<file path="config.mk">
export PLATFORM = sky130hd
export DESIGN_NAME = prng_arbiter
export DESIGN_NICKNAME = d
export VERILOG_FILES = /design/src/rtl/prng_pkg.sv /design/src/rtl/prng_permute.sv /design/src/rtl/prng_arbiter.sv
export SDC_FILE = /design/constraint.sdc
export NUM_CORES = 2
export LEC_CHECK = 0
export CELL_PAD_IN_SITES_DETAIL_PLACEMENT = 1
export CELL_PAD_IN_SITES_GLOBAL_PLACEMENT = 1
export CORE_AREA = 2 2 338 340
export CTS_BUF_LIST = sky130_fd_sc_hd__clkbuf_16
export DETAILED_ROUTE_END_ITERATION = 7
export DIE_AREA = 0 0 340 342
export GPL_ROUTABILITY_DRIVEN = 0
export PLACE_DENSITY_LB_ADDON = 0.1
export SYNTH_ARGS = -nofsm -noshare
export SYNTH_HDL_FRONTEND = slang
export SYNTH_SLANG_ARGS = --single-unit
</file>
<file path="constraint.sdc">
create_clock -name clk -period 10.35 [get_ports clk]
set_input_delay 2.5875 -clock clk [delete_from_list [all_inputs] [get_ports clk]]
set_output_delay 2.5875 -clock clk [all_outputs]
set_load 0.03 [all_outputs]
</file>
<file path="src/rtl/prng_pkg.sv">
// prng_pkg: definitions shared by the PRNG arbiter slice.
//   - PRNG_W:        datapath width of the generator (64 bits)
//   - DEF_LCG_MUL:   default LCG multiplier
//   - DEF_LCG_INC:   default LCG increment (odd)
//   - DEF_SEED:      default state value loaded at reset
//   - fsm_state_t:   arbiter sequencing states
package prng_pkg;

  localparam int PRNG_W = 64;

  localparam logic [63:0] DEF_LCG_MUL = 64'h5851F42D4C957F2D;
  localparam logic [63:0] DEF_LCG_INC = 64'h14057B7EF767814F;
  localparam logic [63:0] DEF_SEED    = 64'h853C49E6748FEA9B;

  typedef enum logic [1:0] {
    ST_IDLE    = 2'd0,
    ST_ADVANCE = 2'd1,
    ST_PERMUTE = 2'd2,
    ST_RESPOND = 2'd3
  } fsm_state_t;

endpackage

</file>
<file path="src/rtl/prng_permute.sv">
// prng_permute: output permutation of the LCG state (purely combinational).
//   x = s ^ (s >> 6), r = s[63:58], y = rotr(x, r)
// Ports:
//   s  in  64  LCG state after the advance step
//   y  out 64  permuted draw
module prng_permute
  import prng_pkg::*;
(
  input  logic [PRNG_W-1:0] s,
  output logic [PRNG_W-1:0] y
);

  logic [PRNG_W-1:0] x;
  logic [5:0]        r;

  // Xorshift then rotate right. The rotate shifts a doubled copy of x so that
  // r = 0 returns x unchanged without ever shifting a 64-bit value by 64.
  always_comb begin
    x = s ^ (s >> 7'd6);
    r = s[63:58];
    y = PRNG_W'({x, x} >> r);
  end

endmodule

</file>
<file path="src/rtl/prng_arbiter.sv">
// prng_arbiter: round-robin sharing of one 64-bit LCG + permutation generator
// among NREQ requesters. Each grant yields one draw:
//   IDLE -> ADVANCE (gnt pulse, LCG step) -> PERMUTE (register draw)
//   -> RESPOND (hold until rsp_ready) -> IDLE
// Optional feature macro: PRNG_ARB_STATS_EN adds the draw_count port.
// Ports:
//   clk         in  1        rising-edge clock
//   rst         in  1        synchronous active-high reset
//   seed_valid  in  1        load seed_in as the LCG state (IDLE only)
//   seed_in     in  64       new LCG state
//   seed_ack    out 1        one-cycle pulse after the seed is loaded
//   req         in  NREQ     request levels
//   gnt         out NREQ     one-hot grant pulse (during ADVANCE)
//   rsp_valid   out 1        rsp_data / rsp_id valid
//   rsp_ready   in  1        consumer accepts the response
//   rsp_id      out clog2(NREQ) granted requester index
//   rsp_data    out 64       permuted draw
//   draw_count  out 32       completed handshakes (PRNG_ARB_STATS_EN only)
module prng_arbiter
  import prng_pkg::*;
#(
  parameter int          NREQ    = 4,
  parameter logic [63:0] LCG_MUL = DEF_LCG_MUL,
  parameter logic [63:0] LCG_INC = DEF_LCG_INC,
  parameter logic [63:0] SEED    = DEF_SEED,
  localparam int         IDW     = $clog2(NREQ)
) (
  input  logic              clk,
  input  logic              rst,
  input  logic              seed_valid,
  input  logic [PRNG_W-1:0] seed_in,
  output logic              seed_ack,
  input  logic [NREQ-1:0]   req,
  output logic [NREQ-1:0]   gnt,
  output logic              rsp_valid,
  input  logic              rsp_ready,
  output logic [IDW-1:0]    rsp_id,
  output logic [PRNG_W-1:0] rsp_data
`ifdef PRNG_ARB_STATS_EN
  ,
  output logic [31:0]       draw_count
`endif
);

  fsm_state_t        fsm;
  logic [PRNG_W-1:0] lcg_state;
  logic [IDW-1:0]    ptr;
  logic [PRNG_W-1:0] perm_out;
  logic              pick_found;
  logic [IDW-1:0]    pick_idx;

  prng_permute u_permute (
    .s (lcg_state),
    .y (perm_out)
  );

  // Round-robin pick: first set request at or above ptr+1, wrapping.
  always_comb begin
    pick_found = 1'b0;
    pick_idx   = '0;
    for (int k = 1; k <= NREQ; k++) begin
      if (!pick_found && req[(int'(ptr) + k) % NREQ]) begin
        pick_found = 1'b1;
        pick_idx   = IDW'((int'(ptr) + k) % NREQ);
      end else begin
        pick_found = pick_found;
      end
    end
  end

  // Sequencer: seed load, arbitration, LCG advance, permutation, response hold.
  always_ff @(posedge clk) begin
    if (rst) begin
      fsm       <= ST_IDLE;
      lcg_state <= SEED;
      ptr       <= IDW'(NREQ - 1);
      gnt       <= '0;
      seed_ack  <= 1'b0;
      rsp_valid <= 1'b0;
      rsp_id    <= '0;
      rsp_data  <= '0;
    end else begin
      gnt      <= '0;
      seed_ack <= 1'b0;
      case (fsm)
        ST_IDLE: begin
          // A pending seed wins over requests in the same cycle.
          if (seed_valid) begin
            lcg_state <= seed_in;
            seed_ack  <= 1'b1;
          end else if (pick_found) begin
            ptr    <= pick_idx;
            rsp_id <= pick_idx;
            gnt    <= {{(NREQ-1){1'b0}}, 1'b1} << pick_idx;
            fsm    <= ST_ADVANCE;
          end
        end
        ST_ADVANCE: begin
          lcg_state <= lcg_state * LCG_MUL + LCG_INC;
          fsm       <= ST_PERMUTE;
        end
        ST_PERMUTE: begin
          rsp_data  <= perm_out;
          rsp_valid <= 1'b1;
          fsm       <= ST_RESPOND;
        end
        ST_RESPOND: begin
          if (rsp_ready) begin
            rsp_valid <= 1'b0;
            fsm       <= ST_IDLE;
          end
        end
        default: begin
          rsp_valid <= 1'b0;
          fsm       <= ST_IDLE;
        end
      endcase
    end
  end

`ifdef PRNG_ARB_STATS_EN
  // Completed-handshake counter; wraps at 2^32, unaffected by seed loads.
  always_ff @(posedge clk) begin
    if (rst) begin
      draw_count <= 32'd0;
    end else if (rsp_valid && rsp_ready) begin
      draw_count <= draw_count + 32'd1;
    end
  end
`endif

endmodule

</file>
After elaboration in Yosys (flattened, before gate mapping). Index checks and enable logic that the tools add are counted.

Register bits: 140. Input bits: 72. Output and inout bits: 72. Word-level logic and storage cells: 83.

Add/subtract/negate cells: 5. Multiply operators: 1. Order comparisons: 4. Equality and inequality tests: 7. Shift-type cells: 2. Mux-type cells: 29. Bitwise gates (word level): 8. Reductions and logical operators: 19.

Operators by type and width (number): $pmux W64 S2 (1); $shr A128 B6 Y64 (1); $add A64 B61 Y64 const B (1); $mul A64 B63 Y64 const B (1); $mux W64 (1); $xor A64 B58 Y64 (1); $lt A3 B4 Y1 const B (4); $mux W1 (14); $mux W2 (7); $reduce_or A2 Y1 (5); $bmux W1 S2 (4); $ne A2 B2 Y1 const B (4); $pmux W2 S4 (1); $reduce_and A3 Y1 (2); $add A2 B1 Y2 const B (2); $add A2 B2 Y2 const B (2); $and A1 B1 Y1 const A (4); $eq A2 B2 Y1 const B (2); $reduce_and A2 Y1 (2); $reduce_bool A2 Y1 (2); $reduce_or A4 Y1 (1); $shl A1 B2 Y4 const A (1); $logic_and A1 B1 Y1 (3); $logic_not A1 Y1 (3); other kinds (4) (6).

Logic depth before layout (Yosys ltp).
Word-level depth: 19. Mapped depth: 33. Gate-level depth less buffers: 31.

Cells and area by module. From an unflattened synthesis, not the netlist that was laid out.

Cell total of the unflattened synthesis: 4652. Area total of the unflattened synthesis: 45751.4 um2.

By module, submodules not included: prng_arbiter (times used 1, cells each 3963, area each 40361.2 um2, seq. area each 2802.7 um2); prng_permute (times used 1, cells each 689, area each 5390.2 um2, seq. area each 0.0 um2).

Least setup slack after synthesis. No wires, ideal clock.

Path type: register to register. Start point: register lcg_state[16]. End point: register lcg_state[54]. Setup time: 114 ps. Arrival time: 8500 ps. Required time: 10236 ps. Setup slack: 1736 ps. Stages on the path, launching flop included: 30. Buffers on the path: 0. Period minus slack after synthesis: 8614 ps. Path through: dfxtp_1 -> inv_1 -> fa_1 -> inv_1 -> fa_1 -> inv_1 -> fa_1 -> inv_1 -> fa_1 -> fa_1 -> inv_1 -> fa_1 -> inv_1 -> fa_1 -> fa_1 -> fa_1 -> inv_1 -> fa_1 -> inv_1 -> ha_1 -> a21o_1 -> a31oi_1 -> a21boi_0 -> o211ai_1 -> a32o_1 -> a21oi_4 -> nand2_1 -> a311oi_2 -> xor2_1 -> a2111oi_0.

Cells in the longest elaborated chain, start to end: 3.

Ends and longest elaborated chain: start: declaration (line prng_arbiter.sv:46) `logic [PRNG_W-1:0] lcg_state;`; start signal: assignment (line prng_arbiter.sv:89) `lcg_state <= seed_in;`; start signal: assignment (line prng_arbiter.sv:99) `lcg_state <= lcg_state * LCG_MUL + LCG_INC;`; $mul A64 B63 Y64 (line prng_arbiter.sv:99); $add A64 B61 Y64 (line prng_arbiter.sv:99); $pmux W64 S2 (line prng_arbiter.sv:85) `case (fsm)`.

Every way passes these cells. A chain may end at the register's enable or synchronous reset.

Worst setup path after layout.
Start point: register lcg_state[20]. End point: register lcg_state[54].

The elaborated chain is that of the path after synthesis.

==> impl_metrics.json <==
{
  "finalWorstSetupSlack_ns": 0.317,
  "slowest_stage": "dfxtp_1",
  "start_util_pct": 39.5,
  "rsz0062_at_grt": "false",
  "num_rows": 124,
  "core_area_um2": 113000,
  "synth_seq_area_share_pct": 6.27,
  "firstDrtPassIters": 5,
  "synth_top_area_share_pct": 42.6,
  "met1_length_mm": 80.5,
  "drive_above_1_share_pct": 5.21,
  "async_reset_ff_share_pct": 0,
  "fin_skew_ns": 0.0292,
  "synth-edff-count": 0,
  "drt_iter0_markers": 2333,
  "yosys_warnings": 0,
  "dp_slack_ns": 0.598,
  "die_w_um": 340,
  "hold_class": "reg -> reg",
  "ys.flop_type": "dfxtp_1",
  "fillers": 12700,
  "hold_buffers": 0,
  "port-buffer-count": 143,
  "layout_worst_path_cycle_share_pct": 96.9,
  "area_delta_synth_final_pct": 9.09,
  "synthMuxAreaShare_pct": 7.57,
  "highest_layer": "met5",
  "cts_inserted_buffers": 17,
  "post_cts_buffers": 0,
  "wl_per_cell_um": 29.8,
  "vias": 32600,
  "dieArea_um2": 116000,
  "grt_pass1_vias": 36600,
  "relSlewSlack_pct": 32.0,
  "regArea_um2": 2810,
  "wl_met3_mm": 10.9,
  "critical_path.max_stage_delay_ns": 0.93,
  "outcome": "completed",
  "cp-start-kind": "flip-flop",
  "hold_viol_final": 0,
  "clk_pin_slew_ns": 0.09,
  "drc": 0,
  "cts_tree": "built",
  "dr_wl_met2_mm": 82.5,
  "drv_cap": 0,
  "yosys.area.top_type": "fa_1",
  "multiInputGateArea_um2": 36500,
  "antenna_left": 0,
  "cp_common_cell": "fa_1",
  "synth.area.top_cells": "fa_1 43%, ha_1 16%, inv_1 11%, dfxtp_1 6.3%, mux2i_1 4.0%",
  "synthAdderAreaFrac_pct": 59.1,
  "end_kind": "flip-flop",
  "clk-insertion-delay-late_ns": 0.51,
  "synth_xor_area_share_pct": 3.63,
  "cp.arrival_ns": 10.40,
  "critPathKind": "reg -> reg",
  "critPathRequiredTime_ns": 10.72,
  "grt_pass1_wl_mm": 267,
  "fin_nets": 6226,
  "synth_top_family_by_area": "adder cells",
  "fmax_ghz": 0.0997,
  "cts_sinks": 140,
  "tns_ns": 0,
  "cp_max_fo": 11,
  "worst_pin_slew_ns": 1.02,
  "dp_hpwl_mm": 163,
  "grtUsageTotal_pct": 32.5,
  "fin_crit_ns": 10.03,
  "synth-compound-area-share_pct": 6.69,
  "avgSynthCellArea_um2": 9.92,
  "root_buffer": "clkbuf_16",
  "ios": 144,
  "yosys_register_bits": 140,
  "syn_inst": 4502,
  "die_y_um": 342,
  "ctsResizeCount": 0,
  "syn_area_um2": 44700,
  "slew_viol_final": 0,
  "vias_per_cell": 5.31,
  "setup_viol": 0,
  "grt_max_degree": 93,
  "synth_nets": 6114,
  "antenna_found_initial": 8,
  "synth.distinct_cells": 74,
  "htreeDepth": 4,
  "cts_buffer_depth": 2,
  "yosys.area_share.simple_pct": 4.60,
  "final_util_pct": 43.1,
  "grt-ovfl-total": 0,
  "routed_wl_mm": 183
}
-- kinds of logic (layout without fill, tap and decap cells) --
| group | count (synthesis) | in the layout |
|---|---|---|
| simple gates | 475 | 475 |
| flops | 140 | 140 |
| xor+xnor | 185 | 185 |
| mux | 265 | 265 |
| compound gates | 460 | 460 |
| buf+inv | 1437 | 1562 |
| fa+ha+maj | 1540 | 1540 |
| other cells | 0 | 1 |
-- worst max-delay path: cells and delay by family (launching register included) --
kind	cells	cell delay, ns
AOI/OAI and AO/OA	8	2.78
xor gates and xnor gates	1	0.10
adders and majority gates	11	5.33
buffers and inverters	8	0.55
DFF	1	0.93
and+or+nand+nor	1	0.19
-- stage by stage --
stage               hold slack, ns  cells  cell area [um2]
floorplan                    0.452   4502            44700
global placement             0.448   6107            48100
detailed placement           0.463   6107            48100
CTS                          0.475   6139            48700
global route                 0.489   6139            48700
finish                       0.476   6140            48700
-- worst paths after layout --
check | slack (ns) | to | start | depth (start not counted)
worst min register to register | 0.48 | rsp_id[0] | rsp_id[0] | 2
worst max-delay path | 0.32 | lcg_state[54] | lcg_state[20] | 29
worst min-delay path | 0.48 | rsp_id[0] | rsp_id[0] | 2
worst max register to register | 0.32 | lcg_state[54] | lcg_state[20] | 29
-- routing by layer --
layer | track usage (%) | vias up
met2 | 51.0 | 983
met4 | 13.6 | 8
met5 | 0 | -
met3 | 5.60 | 275
li1 | - | 14100
met1 | 44.5 | 17200
-- layout make-up --
cell class | instances | area share (%)
Tap cell | 1512 | 3.88
Multi-Input combinational cell | 2925 | 74.9
Clock inverter | 15 | 0.308
Inverter | 1303 | 10.0
Antenna cell | 1 | 0.00514
Clock buffer | 17 | 0.873
Timing Repair Buffer | 227 | 4.23
Sequential cell | 140 | 5.77
-- state kept, by name, summed over array words and instances (netlist names) --
signal     count
lcg_state     64
rsp_data      64
seed_ack       1
ptr            2
rsp_valid      1
rsp_id         2
gnt            4
fsm            2
-- cells in the final DEF, fill, tap and decap left out, types with 54 or more instances in the layout --
master and instances:
ha_1 587, o21ai_0 99, buf_4 85, nand2_1 139, a21o_1 54, xnor2_1 101
a211oi_1 61, clkdlybuf4s50_1 142, inv_1 1297, xor2_1 84, mux2i_1 179, nor2_1 219
mux4_2 55, a21oi_1 116, fa_1 951, dfxtp_1 135
-- Yosys cell counts (4+ instances only) --
| master | instances |
|---|---|
| and4_1 | 5 |
| o211ai_1 | 27 |
| a31oi_1 | 15 |
| nand2b_1 | 9 |
| o22ai_1 | 5 |
| nand3_1 | 15 |
| nor2b_1 | 14 |
| clkbuf_1 | 92 |
| fa_1 | 951 |
| nor2_1 | 220 |
| mux2_2 | 31 |
| and2_1 | 4 |
| a211oi_1 | 61 |
| dfxtp_1 | 140 |
| a21o_1 | 54 |
| o21ai_0 | 99 |
| inv_1 | 1298 |
| a221oi_1 | 10 |
| o21a_1 | 12 |
| nor4_1 | 6 |
| buf_2 | 13 |
| buf_1 | 28 |
| nand4_1 | 11 |
| a21oi_1 | 116 |
| and3_1 | 13 |
| xnor2_1 | 101 |
| or3_1 | 8 |
| o31ai_1 | 6 |
| xor2_1 | 84 |
| nand2_1 | 139 |
| mux4_2 | 55 |
| o21bai_1 | 7 |
| nor3_1 | 24 |
| ha_1 | 589 |
| mux2i_1 | 179 |
| o21ai_1 | 7 |
Power is not shown: default switching activity piles up to over one toggle a cycle in this logic, so the estimate is an artifact.
